--- config.mk ---
export PLATFORM = sky130hd
export DESIGN_NAME = cv32e40p_rf_recovery_ctrl
export DESIGN_NICKNAME = d
export VERILOG_FILES = /design/src/rtl/cv32e40p_rf_recovery_pkg.sv /design/src/rtl/cv32e40p_rf_recovery_ctrl.sv
export SDC_FILE = /design/constraint.sdc
export NUM_CORES = 1
export LEC_CHECK = 0
export ABC_AREA = 1
export CAP_MARGIN = 20
export CORE_ASPECT_RATIO = 0.8
export CORE_MARGIN = 2
export CORE_UTILIZATION = 31
export CTS_BUF_LIST = sky130_fd_sc_hd__clkbuf_8
export CTS_CLUSTER_SIZE = 25
export DETAILED_ROUTE_END_ITERATION = 12
export GPL_TIMING_DRIVEN = 0
export PLACE_DENSITY_LB_ADDON = 0.3
export SKIP_CTS_REPAIR_TIMING = 1
export SYNTH_ARGS = -nofsm -noshare
export SYNTH_HDL_FRONTEND = slang
export SYNTH_SLANG_ARGS = --single-unit
--- constraint.sdc ---
create_clock -name clk_i -period 1.6 [get_ports clk_i]
set_clock_uncertainty 0.1 [all_clocks]
set_input_delay 0.16 -clock clk_i [delete_from_list [all_inputs] [get_ports clk_i]]
set_output_delay 0.16 -clock clk_i [all_outputs]
set_load 0.02 [all_outputs]
--- src/rtl/cv32e40p_rf_recovery_pkg.sv ---
// Shared types and constants for the cv32e40p register-file recovery controller.
// Provides the sequencer state enum, pair counts and the RF address width.
package cv32e40p_rf_recovery_pkg;

    typedef enum logic [2:0] {
        IDLE,
        SETBACK,
        REPLAY,
        DRAIN,
        DONE
    } rec_state_e;

    localparam int unsigned NPAIR_INT = 16;
    localparam int unsigned NPAIR_FP  = 32;
    localparam int unsigned RF_ADDR_W = 6;

endpackage

--- src/rtl/cv32e40p_rf_recovery_ctrl.sv ---
// Rolls a cv32e40p back after a fault: setback, replay checkpointed RF pairwise, release.
// Ports: clk_i/rst_i (async high), recovery_req_i, setback_o/recover_o to core,
//   backup_re_o/backup_raddr_{a,b}_o/backup_rdata_{a,b}_i to checkpoint RF,
//   regfile_{waddr,wdata,we}_{a,b}_o to core RF, busy_o, done_o, recovery_cnt_o.
// Define CV32E40P_RF_RECOVERY_FP_EN to also replay the FP registers (addresses 32..63).
module cv32e40p_rf_recovery_ctrl
    import cv32e40p_rf_recovery_pkg::*;
#(
    parameter int unsigned SETBACK_CYCLES = 4,
    parameter int unsigned CNT_W          = 16
) (
    input  logic                 clk_i,
    input  logic                 rst_i,
    input  logic                 recovery_req_i,
    output logic                 setback_o,
    output logic                 recover_o,
    output logic                 backup_re_o,
    output logic [RF_ADDR_W-1:0] backup_raddr_a_o,
    output logic [RF_ADDR_W-1:0] backup_raddr_b_o,
    input  logic [31:0]          backup_rdata_a_i,
    input  logic [31:0]          backup_rdata_b_i,
    output logic [RF_ADDR_W-1:0] regfile_waddr_a_o,
    output logic [31:0]          regfile_wdata_a_o,
    output logic                 regfile_we_a_o,
    output logic [RF_ADDR_W-1:0] regfile_waddr_b_o,
    output logic [31:0]          regfile_wdata_b_o,
    output logic                 regfile_we_b_o,
    output logic                 busy_o,
    output logic                 done_o,
    output logic [CNT_W-1:0]     recovery_cnt_o
);

`ifdef CV32E40P_RF_RECOVERY_FP_EN
    localparam int unsigned NPAIR = NPAIR_FP;
`else
    localparam int unsigned NPAIR = NPAIR_INT;
`endif
    localparam int unsigned PAIR_W = $clog2(NPAIR);
    localparam int unsigned SB_W   = (SETBACK_CYCLES > 1) ? $clog2(SETBACK_CYCLES) : 1;
    localparam logic [SB_W-1:0]   SB_LOAD   = SB_W'(SETBACK_CYCLES - 1);
    localparam logic [PAIR_W-1:0] PAIR_LAST = PAIR_W'(NPAIR - 1);

    rec_state_e             state_q, state_d;
    logic [SB_W-1:0]        sb_cnt_q;
    logic [PAIR_W-1:0]      pair_q;
    logic [CNT_W-1:0]       evt_cnt_q;
    logic                   rd_en;
    logic [RF_ADDR_W-1:0]   raddr_a, raddr_b;
    logic                   we_a_q, we_b_q;
    logic [RF_ADDR_W-1:0]   waddr_a_q, waddr_b_q;

    always_comb begin
        state_d   = state_q;
        setback_o = 1'b0;
        recover_o = 1'b0;
        rd_en     = 1'b0;
        busy_o    = 1'b1;
        done_o    = 1'b0;
        unique case (state_q)
            IDLE: begin
                busy_o = 1'b0;
                if (recovery_req_i) state_d = SETBACK;
            end
            SETBACK: begin
                setback_o = 1'b1;
                recover_o = 1'b1;
                if (sb_cnt_q == '0) state_d = REPLAY;
            end
            REPLAY: begin
                recover_o = 1'b1;
                rd_en     = 1'b1;
                if (pair_q == PAIR_LAST) state_d = DRAIN;
            end
            DRAIN: begin
                recover_o = 1'b1;
                state_d   = DONE;
            end
            DONE: begin
                done_o  = 1'b1;
                state_d = IDLE;
            end
            default: state_d = IDLE;
        endcase
    end

    // Pair k reads registers 2k and 2k+1; addresses are forced to 0 outside REPLAY.
    assign raddr_a = rd_en ? RF_ADDR_W'({pair_q, 1'b0}) : '0;
    assign raddr_b = rd_en ? RF_ADDR_W'({pair_q, 1'b1}) : '0;

    always_ff @(posedge clk_i or posedge rst_i) begin
        if (rst_i) begin
            state_q   <= IDLE;
            sb_cnt_q  <= '0;
            pair_q    <= '0;
            evt_cnt_q <= '0;
            we_a_q    <= 1'b0;
            we_b_q    <= 1'b0;
            waddr_a_q <= '0;
            waddr_b_q <= '0;
        end else begin
            state_q <= state_d;
            // Reload while idle so SETBACK always counts a full window.
            if (state_q == IDLE) begin
                sb_cnt_q <= SB_LOAD;
            end else if (state_q == SETBACK && sb_cnt_q != '0) begin
                sb_cnt_q <= sb_cnt_q - 1'b1;
            end
            if (state_q == REPLAY) begin
                pair_q <= pair_q + 1'b1;
            end else begin
                pair_q <= '0;
            end
            // Count on the way into DONE so the new value is visible with done_o.
            if (state_q == DRAIN && evt_cnt_q != '1) begin
                evt_cnt_q <= evt_cnt_q + 1'b1;
            end
            // x0 is hardwired in the core; never write it.
            we_a_q    <= rd_en && (raddr_a != '0);
            we_b_q    <= rd_en;
            waddr_a_q <= raddr_a;
            waddr_b_q <= raddr_b;
        end
    end

    // Checkpoint RF is synchronous: data for the read of cycle k arrives in cycle k+1,
    // which is exactly when the registered write address/enable for pair k are out.
    assign backup_re_o       = rd_en;
    assign backup_raddr_a_o  = raddr_a;
    assign backup_raddr_b_o  = raddr_b;
    assign regfile_we_a_o    = we_a_q;
    assign regfile_we_b_o    = we_b_q;
    assign regfile_waddr_a_o = we_a_q ? waddr_a_q : '0;
    assign regfile_waddr_b_o = we_b_q ? waddr_b_q : '0;
    assign regfile_wdata_a_o = we_a_q ? backup_rdata_a_i : '0;
    assign regfile_wdata_b_o = we_b_q ? backup_rdata_b_i : '0;
    assign recovery_cnt_o    = evt_cnt_q;

endmodule
==> summary.md <==
| Metric | Value |
|---|---|
| Antenna Nets Post-Route | `0` |
| Commonest cells after routing, fill and taps aside | `nand2_1 (134), inv_1 (103), clkdlybuf4s50_1 (69), clkbuf_2 (52), dlymetal6s2s_1 (45)` |
| Reg2reg path depth | `8` |
| Final Util | `0.602` |
| Status | `finished, violations left` |
| Leak | `0.00339 uW` |
| Clock Latency Late Sink | `0.28 ns` |
| Total gr overflow | `0` |
| Min cycle time layout | `1.76 ns` |
| Top cell type's share of synthesized area | `0.336` |
| CP Data Required Time | `1.34 ns` |
| IO Count | `178` |
| Violated checks | `setup timing` |
| F_max | `568 MHz` |
| Fin area | `0.00439 mm2` |
| Power Density | `1120 mW/mm2` |
| Fillcell total | `678` |
| Detailed Place HPWL | `6850 um` |
| CTS tree | `built` |
| Post-layout total power | `4910 uW` |
| Max clock buf depth | `2` |
| Startpoint Class | `register` |
| Data arrival time of the critical path | `1.50 ns` |
| Die footprint | `0.00815 mm2` |
| Max H-tree Level | `2` |
| # port buffers | `171` |
| Synth-to-layout area growth | `90.3%` |
| CTS clk-pin slew, worst paths | `0.07 ns` |
| CTS buffer count | `5` |
| Number of register bits inferred by synthesis | `31` |
| Endpoints failing hold | `0` |
| Setup-failing EPs final | `15` |
| Core area | `0.00729 mm2` |
| GRT Util Overall | `0.202` |
| Wire length per cell | `13.3 um` |
| Worst Hold Class | `input port to asynchronous set/reset pin` |
| Tcrit/Tclk final | `1.10` |
| Iteration-0 DRC Markers | `128` |
| Largest net degree at the start of global routing | `25` |
| Placed cell area | `0.00418 mm2` |
| Final Slew Violations | `0` |
| Synth Area per Inst | `6.10 um2` |
| Vias | `2836` |
| Vias/cell | `4.26` |
| Fraction of registers with async set/reset | `1.00` |
| First-pass GRT wire length | `13000 um` |
| Critical path peak fanout | `9` |
| DRC | `0` |
| Max Cap Viol | `0` |
| Fin nets | `646` |
| Prevailing post-synth register cell | `dfrtp_1` |
| Layout cell share with drive strength beyond 1 | `0.253` |
| Placer Congestion | `0.901` |
| CP Capture Type | `output pin` |
| Initial Util | `0.316` |
| Sink Count | `31` |
| Synth cell types | `27` |
| Kind of critical path | `register to output pin` |
| Die Y | `81.1 um` |
| Maximum vdd drop | `1.04 mV` |
| Post-Route WL | `8870 um` |
| RSZ-0062 raised after global routing | `yes` |
| Root buf cell | `clkbuf_8` |
| Mapped cell area | `0.00231 mm2` |
| Placement Rows | `28` |
| Synth area leaders | `dfrtp_1 (34%), nand2_1 (24%), inv_1 (17%)` |
| Post-synthesis sequential area ratio | `0.336` |
| Worst setup margin | `-0.160 ns` |
| ANT cells | `0` |
| DRT Pass-1 Iters | `5` |
| Reg-to-reg slack, setup | `-0.01 ns` |
| Vias in the first global route | `2609` |
| Most common cell after layout, fill and taps aside | `nand2_1` |
| Synth area leader | `dfrtp_1` |
| Yosys warns | `0` |
| Number of flops mapped to enable cells by yosys | `0` |
| Initial antenna violation count | `0` |
| Mapped Cells | `378` |
| Die W | `100 um` |
[critical path, cell delays in order (launching register included)]
cell and delay (ns):
dfrtp_1 0.38, buf_4 0.15, nor2_4 0.13, nand2_4 0.14
nor2_4 0.15, buf_4 0.12, clkbuf_2 0.16
[cells by family (layout without fill, tap and decap cells)]
| family | Yosys count | count (layout) | share of synthesized area |
|---|---|---|---|
| xor+xnor | 3 | 3 | 0.0114 |
| buf+inv | 128 | 321 | 0.231 |
| simple gates | 196 | 196 | 0.358 |
| fa+ha+maj | 3 | 3 | 0.0163 |
| other cells | 1 | 6 | 0.00163 |
| flops | 31 | 31 | 0.336 |
| compound gates | 16 | 16 | 0.0450 |
[final cells by class]
type                            count  area (um2)  share of cell area
Multi-Input combinational cell    224        1120               0.254
Sequential cell                    31         785               0.179
Buffer                             21         184              0.0419
Inverter                          107         407              0.0927
Tap cell                           90         113              0.0257
Clock inverter                      1        5.00             0.00114
Clock buffer                        6        82.6              0.0188
Timing Repair Buffer              186        1700               0.387
[report_power, final]
group          switching, uW  internal (uW)
Combinational           1850           1330
Sequential               167            942
Clock                    287            337
[routing by layer]
layer,part of all wire,track usage,up-vias,wire length [um]
met1,0.42,0.259,1293,3710
met3,0.069,0.0439,7,613
met5,0,0,-,0
met2,0.50,0.342,90,4470
li1,-,-,1446,-
met4,0.0092,0.0603,0,82
[final timing paths]
path,to,startpoint
worst min register to register,pair_q[0]$_DFF_PP0_,pair_q[0]$_DFF_PP0_
worst max register to register,recovery_cnt_o[7]$_DFFE_PP0P_,recovery_cnt_o[1]$_DFFE_PP0P_
worst min-delay path,recovery_cnt_o[15]$_DFFE_PP0P_,rst_i
worst max-delay path,backup_raddr_b_o[1],state_q[2]$_DFFE_PP0P_
max in group asynchronous,state_q[0]$_DFFE_PP0P_,rst_i
min in group clk_i,pair_q[0]$_DFF_PP0_,pair_q[0]$_DFF_PP0_
[registers in the layout, indices dropped and copies added (netlist names)]
register and count:
pair_q 4, recovery_cnt_o 16, regfile_we_a_o 1, sb_cnt_q 2, state_q 3, waddr_a_q 1, waddr_b_q 4
[stage by stage]
step | hold slack, ns | std cells | setup WS, ns | TNS [ns]
6_report | 0.0783 | 666 | -0.160 | -0.842
5_1_grt | 0.0933 | 666 | -0.234 | -2.39
4_1_cts | 0.0809 | 652 | -0.838 | -60.56
3_5_place_dp | 0.379 | 645 | -0.523 | -33.39
3_3_place_gp | 0.380 | 644 | -0.511 | -35.02
2_1_floorplan | 0.163 | 383 | 0.00598 | 0
[cell usage after synthesis, types with 3 or more instances]
library cell	count
clkbuf_1	8
buf_4	12
o21ai_2	4
inv_1	104
dfrtp_1	31
nand3_1	13
nand4_1	3
xor2_1	3
nor2_1	18
nand2_1	145
nor2_4	3
o21ai_0	6
nor2_2	7
ha_1	3
Note: power is estimated with default switching activity, not from simulation.
